===== src/rtl/cp0_reg_unit.sv =====
// ---------------------------------------------------------------------------
// cp0_reg_unit
//
// Purpose:
//   MIPS-style coprocessor-0 register file. Holds Count, Compare, Status,
//   Cause, EPC and the read-only Config/PRId constants. It also raises a
//   registered timer interrupt when Count reaches a non-zero Compare.
//
// Ports:
//   clk          single pipeline clock; all state updates on its rising edge
//   rst          synchronous active-high reset
//   we_i         CP0 write enable from write-back
//   waddr_i      CP0 register number being written
//   data_i       CP0 write data
//   raddr_i      CP0 register number being read (mfc0 in execute)
//   int_i        external hardware interrupt lines, sampled into Cause[15:10]
//   data_o       combinational read data for raddr_i, with write bypass
//   count_o ..
//   prid_o       current register contents
//   timer_int_o  registered timer interrupt request
// ---------------------------------------------------------------------------
module cp0_reg_unit (
  input  logic        clk,
  input  logic        rst,
  input  logic        we_i,
  input  logic [4:0]  waddr_i,
  input  logic [31:0] data_i,
  input  logic [4:0]  raddr_i,
  input  logic [5:0]  int_i,
  output logic [31:0] data_o,
  output logic [31:0] count_o,
  output logic [31:0] compare_o,
  output logic [31:0] status_o,
  output logic [31:0] cause_o,
  output logic [31:0] epc_o,
  output logic [31:0] config_o,
  output logic [31:0] prid_o,
  output logic        timer_int_o
);

  localparam logic [4:0]  ADDR_COUNT   = 5'd9;
  localparam logic [4:0]  ADDR_COMPARE = 5'd11;
  localparam logic [4:0]  ADDR_STATUS  = 5'd12;
  localparam logic [4:0]  ADDR_CAUSE   = 5'd13;
  localparam logic [4:0]  ADDR_EPC     = 5'd14;
  localparam logic [4:0]  ADDR_PRID    = 5'd15;
  localparam logic [4:0]  ADDR_CONFIG  = 5'd16;

  localparam logic [31:0] CONFIG_VAL   = 32'h0000_8000;
  localparam logic [31:0] PRID_VAL     = 32'h004C_0102;
  localparam logic [31:0] STATUS_RST   = 32'h1000_0000;

  // Software-writable Cause bits: IV (23), WP (22) and IP[1:0] (9:8).
  localparam logic [31:0] CAUSE_WMASK  = 32'h00C0_0300;

  logic [31:0] count_q,   count_d;
  logic [31:0] compare_q, compare_d;
  logic [31:0] status_q,  status_d;
  logic [31:0] cause_q,   cause_d;
  logic [31:0] epc_q,     epc_d;
  logic        timer_q,   timer_d;

  logic        wr_count;
  logic        wr_compare;
  logic        wr_status;
  logic        wr_cause;
  logic        wr_epc;
  logic        bypass;
  logic [31:0] cause_merged;

  assign wr_count   = we_i && (waddr_i == ADDR_COUNT);
  assign wr_compare = we_i && (waddr_i == ADDR_COMPARE);
  assign wr_status  = we_i && (waddr_i == ADDR_STATUS);
  assign wr_cause   = we_i && (waddr_i == ADDR_CAUSE);
  assign wr_epc     = we_i && (waddr_i == ADDR_EPC);

  // Cause as it would look after a software write: writable bits from
  // data_i, everything else (including the sampled IP[7:2]) kept.
  assign cause_merged = (cause_q & ~CAUSE_WMASK) | (data_i & CAUSE_WMASK);

  always_comb begin
    count_d   = count_q + 32'd1;
    compare_d = compare_q;
    status_d  = status_q;
    cause_d   = cause_q;
    epc_d     = epc_q;
    timer_d   = timer_q;

    if (wr_count)   count_d   = data_i;
    if (wr_compare) compare_d = data_i;
    if (wr_status)  status_d  = data_i;
    if (wr_epc)     epc_d     = data_i;
    if (wr_cause)   cause_d   = cause_merged;

    // Hardware interrupt lines overwrite IP[7:2] every cycle, whether or
    // not software is writing Cause.
    cause_d[15:10] = int_i;

    // A Compare write acknowledges the timer and beats a same-cycle match.
    // Compare == 0 is treated as "timer disabled".
    if (wr_compare) begin
      timer_d = 1'b0;
    end else if ((compare_q != 32'd0) && (count_q == compare_q)) begin
      timer_d = 1'b1;
    end
  end

  always_ff @(posedge clk) begin
    if (rst) begin
      count_q   <= 32'd0;
      compare_q <= 32'd0;
      status_q  <= STATUS_RST;
      cause_q   <= 32'd0;
      epc_q     <= 32'd0;
      timer_q   <= 1'b0;
    end else begin
      count_q   <= count_d;
      compare_q <= compare_d;
      status_q  <= status_d;
      cause_q   <= cause_d;
      epc_q     <= epc_d;
      timer_q   <= timer_d;
    end
  end

  // Read port. When the same register is being written this cycle the
  // value it will hold after the edge is forwarded, so mfc0 directly after
  // mtc0 needs no stall. Config/PRId are constants and never forwarded.
  assign bypass = we_i && (waddr_i == raddr_i);

  always_comb begin
    data_o = 32'd0;
    case (raddr_i)
      ADDR_COUNT:   data_o = bypass ? data_i : count_q;
      ADDR_COMPARE: data_o = bypass ? data_i : compare_q;
      ADDR_STATUS:  data_o = bypass ? data_i : status_q;
      ADDR_CAUSE:   data_o = bypass ? cause_merged : cause_q;
      ADDR_EPC:     data_o = bypass ? data_i : epc_q;
      ADDR_PRID:    data_o = PRID_VAL;
      ADDR_CONFIG:  data_o = CONFIG_VAL;
      default:      data_o = 32'd0;
    endcase
  end

  assign count_o     = count_q;
  assign compare_o   = compare_q;
  assign status_o    = status_q;
  assign cause_o     = cause_q;
  assign epc_o       = epc_q;
  assign config_o    = CONFIG_VAL;
  assign prid_o      = PRID_VAL;
  assign timer_int_o = timer_q;

endmodule


===== config.mk =====
export PLATFORM = sky130hd
export DESIGN_NAME = cp0_reg_unit
export DESIGN_NICKNAME = d
export VERILOG_FILES = /design/src/rtl/cp0_reg_unit.sv
export SDC_FILE = /design/constraint.sdc
export NUM_CORES = 1
export LEC_CHECK = 0
export CORE_MARGIN = 2
export CORE_UTILIZATION = 30
export CTS_CLUSTER_SIZE = 25
export DETAILED_ROUTE_END_ITERATION = 10
export GPL_TIMING_DRIVEN = 0
export HOLD_SLACK_MARGIN = 0.15
export PLACE_DENSITY_LB_ADDON = 0.08
export SLEW_MARGIN = 30
export SYNTH_ARGS = -nofsm -noshare
export SYNTH_HDL_FRONTEND = slang
export SYNTH_SLANG_ARGS = --single-unit

===== constraint.sdc =====
create_clock -name clk -period 2 [get_ports clk]
set_input_delay 0.3 -clock clk [delete_from_list [all_inputs] [get_ports clk]]
set_output_delay 0.3 -clock clk [all_outputs]
set_load 0.03 [all_outputs]

==> results.md, run 1 <==
* Status: finished with violations
* Failing checks: setup timing
* Initial antenna violation count at 3
* Via/cell ratio at 5.02
* Multi-input logic area at 4760 um2
* Required @ worst endpoint at 1700 ps
* Fraction of the mapped netlist area in adder cells at 0.162%
* Cell leakage power at 0.00502 uW
* Drt total wl at 37,100 um
* DR WL/cell at between 20 and 25 um
* Slew HR at 43.1%
* Dpl ws at -1890 ps
* Post-DP HPWL at 25,800 um
* RR Startpoint: count_o[14]
* CTS tree: done
* Die area at 27,000 um2
* Post-synth EDFFs at 0
* Syn Area/Cell at approximately 7.7 um2
* Setup clock skew after layout at 7.53 ps
* Main combinational cell family by area after synthesis: simple AND/OR/NAND/NOR gates
* Max-slew violation count at 0
* Routability Congestion at 0.893
* First-pass DRT Iterations at 4
* Hold buffers post-CTS at 0
* Core area at ~25,000 um2
* CTS Sinks at roughly 140
* Crit end category: output port
* Area grow syn2layout at 62.7%
* MaxCap Viol Count at 0
* IO buf count at 217
* IR drop worst, VDD at 486 uV
* Crit path DAT at 1900 ps
* CP Max Fanout at 6
* Final net count at 1,409
* Gr usage total at 26.9%
* RSZ-0062 raised after global routing: true
* Sequential fraction of the synthesis area at between 30% and 40%
* Crit path from: waddr_i[2]
* Die Span Y at between 150 and 200 um
* Root buf cell: clkbuf_16
* Clock Pin Slew Worst Setup and Hold Paths at 60 ps
* Register Area at 2830 um2
* YS warnings at 0
* Worst-Skew Late Latency at 430 ps
* Fmax at around 450 MHz
* Cell Rows at 58
* Synth area leaders: dfxtp_1 (36%), nand2_1 (11%), buf_4 (8.4%), a21oi_1 (7.3%), xnor2_1 (4.8%)
* Power per cell area at 574 nW/um2
* Synth cell types at 48
* Worst-margin pin slew at about 850 ps
* Mux cell area share after synthesis at about 1.2%
* Compound-gate portion of the synthesized area at 20.5%
* Cell Area, Synth at 7710 um2
* Post-synth top area cell: dfxtp_1
* Fin worst setup slack at -204 ps
* Crit Path Class: input port to output port
* Vias at about 8,500
* I/O Pins at ~300
* Clock buffer depth at 2
* Commonest cells in the synthesized netlist: nand2_1 (218), dfxtp_1 (139), a21oi_1 (113)
* Period Utilization, post-route at 110%
* Largest net degree at the start of global routing at 17
* Proportion of layout cells with a drive suffix above 1 at 24.8%
* Crit path time final at 2200 ps
* Worst min path class: input port to flip-flop
* Gr ovfl total at 0
* Share of the synthesized area in the top cell type at 36.1%
* Vias in the first global route at around 7,900
* Setup violators final at 32
* Total Power at 7200 uW
* Critical Path Source Type: input port
* H-tree depth at 4
* Num CTS Buffers at 17
* Global-route wire length before repair at 52,500 um
* Starting Density at 30.6%
* DRT iter0 DRCs at 733
* Fill cells at ~2,400
* Synth Instances at 1,003
* Final hold violations at 0
* Post-Synth XOR/XNOR Area at about 7.7%
* Routed Antenna Nets at 0
* DIE WIDTH at roughly 160 um
* Main synth FF type: dfxtp_1
* Register bit total from synthesis at approximately 140
* Synth Area in Simple Gates at 21.3%
* Hold path start: waddr_i[0]
* Async S/R FF share, synth at 0%
* TNS Setup at -4580 ps
* # DRC at 0
* Count leader, synth: nand2_1
[placed cells by master (no fill, tap or decap), types with 10 or more instances in the layout]
cell,instances
a22oi_1,25
xnor2_1,42
nand2_1,208
a211oi_1,29
nand3_1,12
a21oi_1,103
conb_1,86
nor4_1,14
a21o_2,10
buf_6,36
buf_4,116
a22o_1,11
xor2_1,24
o21ai_2,11
nor2_1,53
clkbuf_1,48
clkbuf_16,25
nand4_1,14
a21oi_2,10
dfxtp_1,123
clkdlybuf4s50_1,163
dlymetal6s2s_1,12
[where the power goes]
part,total [uW],internal (uW),switching [uW]
Sequential,2850,2800,50.8
Combinational,1090,415,670
Clock,3260,1980,1290
[critical path, cell delays in order]
cell	delay (ps)
buf_8	110
xor2_2	170
nor4_2	300
and3_1	230
buf_8	170
clkbuf_16	190
a21oi_2	30
a211o_1	250
buf_6	150
[timing repair]
| action | 4_1_cts | 5_1_grt |
|---|---|---|
| setup endpoints to repair | 103 | 76 |
| pin swaps | 20 | 19 |
| buffers inserted | 24 | 14 |
| cloned | 4 | 0 |
| resized for setup | 358 | 87 |
[metal layers]
metal  track usage (%)  routed length [um]
met4              8.89                 991
met1              35.4               15900
met3              6.72                3250
met5                 0                   0
met2              43.0               17000
[flip-flops by register name (all words and copies together), names as in the netlist]
name / cells
status_o: 32
count_o: 32
cause_o: 10
epc_o: 32
timer_int_o: 1
compare_o: 32
[logic make-up after synthesis]
kind of cell / count (synthesis)
fa+ha+maj: 1
compound gates: 246
simple gates: 363
flops: 139
mux: 9
buf+inv: 175
xor+xnor: 68
other cells: 2
[worst paths after layout]
kind         cells past startpoint  slack, ps          end
max                              9       -200   data_o[18]
min                              4        380  status_o[0]
max reg2reg                      5         40  count_o[31]
min reg2reg                      2        470  status_o[1]
[stage by stage]
stage	hold WS, ps	cells	cell area [um2]	util [%]
after floorplan	421	1087	8220	-
after global placement	457	1634	10800	42.9
after detailed placement	465	1634	10800	42.9
after CTS	413	1688	12200	48.3
after global routing	414	1701	12500	49.8
final	384	1702	12500	49.8
[area by class of cell]
cell class / count / share of cell area, %
multi-input combinational: 773 / 37.9
sequential: 139 / 22.5
timing repair buffer: 259 / 21.4
buffer: 163 / 9.95
clock buffer: 19 / 3.53
tap: 330 / 3.29
clock inverter: 12 / 1.19
inverter: 4 / 0.120
antenna: 3 / 0.0599
Power figures use the tool's default switching activity.
==> run 2, diff against run 1 <==
- ABC_AREA: unset -> 1
- SLEW_MARGIN: 30 -> 20
==> run 2 against run 1 <==
  * The flow still finishes with violations (setup timing)
  * Critical path type unchanged
  * Critical endpoint is now data_o[21]
  * Worst hold slack worse by 87 ps
  * Setup slack better by 87 ps
  * Clock power is 5% higher
==> results.md, run 2 <==
* Status: finished with violations (unchanged)
* Failing checks: setup timing (unchanged)
* CTS tree: done (unchanged)
* Clock Pin Slew Worst Setup and Hold Paths at 60 ps (about the same)
* Cell Area, Synth at 8330 um2 (was 7710 um2)
* Most common cell after layout, fill and taps aside: nand2_1 (unchanged)
* Proportion of layout cells with a drive suffix above 1 at 17.9% (was 24.8%)
* Vias at 9,908 (was 8,544)
* Synth cell types at 35 (was 48)
* IO buf count at 220 (was 217)
* Placed insts at 1,994 (was 1,634)
* CTS Sinks at 139 (unchanged)
* Most frequent cells in the layout: nand2_1 (281), clkdlybuf4s50_1 (162), nor2_1 (156) (was nand2_1 (208), clkdlybuf4s50_1 (163), dfxtp_1 (123))
* Crit path time final at 2120 ps (was 2200 ps)
* Setup violators final at 21 (was 32)
* MaxCap Viol Count at 0 (unchanged)
* Sequential fraction of the synthesis area at 33.4% (was 36.1%)
* Finished Layout Cells at 2,049 (was 1,702)
* Die Span Y at 171 um (was 164 um)
* Post-route core utilization at 46.9% (was 49.8%)
* Critical Path Source Type: input port (unchanged)
* DIE WIDTH at 171 um (was 164 um)
* Post-synth top area cell: dfxtp_1 (unchanged)
* Multi-input logic area at 4820 um2 (was 4760 um2)
* Cell Area, Placed at 11,300 um2 (was 10,800 um2)
* Post-layout instance area at 12,700 um2 (was 12,500 um2)
* Cell leakage power at 0.00575 uW (was 0.00502 uW)
* Post-synth EDFFs at 0 (unchanged)
* I/O Pins at 308 (unchanged)
* YS warnings at 0 (unchanged)
* Main synth FF type: dfxtp_1 (unchanged)
* Gr usage total at 27.1% (was 26.9%)
* Area grow syn2layout at 52.8% (was 62.7%)
* Final hold violations at 0 (unchanged)
* Final net count at 1,716 (was 1,409)
* Min Hold Slack at 296 ps (was 384 ps)
* First-pass DRT Iterations at 5 (was 4)
* Power per cell area at 590 nW/um2 (was 574 nW/um2)
* Period Utilization, post-route at 106% (was 110%)
* Routed Antenna Nets at 0 (unchanged)
* Crit path DAT at 1820 ps (was 1900 ps)
* Worst min path class: input port to flip-flop (unchanged)
* CP Max Fanout at 5 (was 6)
* Core area at 27,100 um2 (was 25,200 um2)
* Via/cell ratio at 4.84 (was 5.02)
* Fin worst setup slack at -117 ps (was -204 ps)
* Slew HR at 52.0% (was 43.1%)
* # DRC at 0 (unchanged)
* DR WL/cell at 19.6 um (was 21.8 um)
* Fill cells at 2,809 (was 2,418)
* Gr ovfl total at 0 (unchanged)
* IR drop worst, VDD at 500 uV (was 486 uV)
* Initial antenna violation count at 0 (was 3)
* Crit Path Class: input port to output port (unchanged)
* Share of the synthesized area in the top cell type at 33.4% (was 36.1%)
* Register bit total from synthesis at 139 (unchanged)
* Synth Instances at 1,318 (was 1,003)
* Global-route wire length before repair at 57,900 um (was 52,500 um)
* Die area at 29,100 um2 (was 27,000 um2)
* Num CTS Buffers at 17 (unchanged)
* Vias in the first global route at 9,204 (was 7,872)
* Hold buffers post-CTS at 0 (unchanged)
* Antenna fix cells at 0 (was 3)
* Syn Area/Cell at 6.32 um2 (was 7.69 um2)
* Post-DP HPWL at 31,400 um (was 25,800 um)
* Register Area at 2790 um2 (was 2830 um2)
* Largest net degree at the start of global routing at 17 (unchanged)
* Worst-Skew Late Latency at 430 ps (about the same)
* Drt total wl at 40,200 um (was 37,100 um)
* H-tree depth at 4 (unchanged)
* Worst-margin pin slew at 720 ps (was 854 ps)
* Synth area leaders: dfxtp_1 (33%), nand2_1 (14%), o21ai_0 (8.9%), buf_4 (7.8%), nor2_1 (7.3%) (was dfxtp_1 (36%), nand2_1 (11%), buf_4 (8.4%), a21oi_1 (7.3%), xnor2_1 (4.8%))
* Count leader, synth: nand2_1 (unchanged)
* Cell Rows at 60 (was 58)
* Commonest cells in the synthesized netlist: nand2_1 (300), nor2_1 (163), o21ai_0 (148) (was nand2_1 (218), dfxtp_1 (139), a21oi_1 (113))
* Fmax at 472 MHz (was 454 MHz)
* DRT iter0 DRCs at 815 (was 733)
* Routability Congestion at 0.960 (was 0.893)
* Max-slew violation count at 0 (unchanged)
* Clock buffer depth at 2 (unchanged)
* Setup clock skew after layout at 6.11 ps (was 7.53 ps)
* Root buf cell: clkbuf_16 (unchanged)
* Crit end category: output port (unchanged)
* Async S/R FF share, synth at 0% (unchanged)
* Required @ worst endpoint at 1700 ps (about the same)
* Starting Density at 30.7% (was 30.6%)
* RSZ-0062 raised after global routing: true (unchanged)
run 2: cell count changes after synthesis, moves of 27 or more:
cell	change
nor2_1	+107
o21ai_0	+130
a21oi_1	-28
a22oi_1	-34
nand2_1	+82
nand3_1	+60
clkbuf_1	-27
inv_1	+135
a211oi_1	-29
run 2: worst paths after layout:
check | startpoint | end | slack [ps] | cells after the start
max | raddr_i[4] | data_o[21] | -120 | 13
min reg2reg | epc_o[28] | epc_o[28] | 470 | 2
min | rst | cause_o[12] | 300 | 2
max reg2reg | count_o[11] | count_o[28] | 50 | 9
run 2: critical path: stages:
cell	delay, ps
buf_8	110
inv_8	60
nand3_4	100
nor3_4	260
inv_2	90
nand3_4	90
inv_4	40
nor2_4	200
buf_12	150
buf_12	130
nand2_4	50
o21ai_4	80
buf_6	150
run 2: layout make-up:
| class | instances | share of cell area (%) |
|---|---|---|
| plain buffers | 146 | 8.12 |
| flip-flops and latches | 139 | 21.9 |
| clock buffers | 18 | 3.45 |
| well taps | 372 | 3.66 |
| repair buffers | 244 | 19.1 |
| inverters | 145 | 4.40 |
| clock inverters | 14 | 1.44 |
| multi-input cells | 971 | 37.9 |
run 2: report_power, final:
group	switching, uW	leakage, uW	internal (uW)	total [uW]
Combinational	759	0.00432	426	1180
Clock	1410	0.000295	2020	3430
Sequential	70.4	0.00113	2820	2890
Total	2240	0.00575	5260	7500
run 2: repair_timing:
item,4_1_cts,5_1_grt
gates cloned,3,1
gates resized for setup,351,114
buffers inserted,19,3
endpoints found under the setup margin,85,49
endpoints found under the hold margin,0,0
pin swaps,19,13
run 2: kinds of logic after synthesis:
logic type      share of synthesized area (%)
buf+inv                                  17.4
fa+ha+maj                               0.150
simple gates                             29.1
xor+xnor                                 2.95
other cells                            0.0902
flops                                    33.4
compound gates                           17.0
run 2: metal layers:
metal	global-route usage (%)	vias up	part of all wire, %
li1	-	4738	-
met1	37.0	4551	43
met2	43.1	538	45
met3	4.35	81	8.6
met4	9.55	0	3.2
met5	0	-	0
run 2: through the flow:
| stage | setup slack [ps] | TNS, ps | power (uW) |
|---|---|---|---|
| final | -117 | -1510 | 7500 |
| after CTS | -75.5 | -859 | 7460 |
| after detailed placement | -1490 | -94800 | 4050 |
| after global routing | -165 | -2780 | 7700 |
| after global placement | -1530 | -96500 | 4050 |
| after floorplan | 144 | 0 | 3620 |
==> run 3, diff against run 2 <==
- HOLD_SLACK_MARGIN: 0.15 -> 0.03
==> results of run 3 <==
No change in the layout: final DEF, timing and power equal those of run 2.
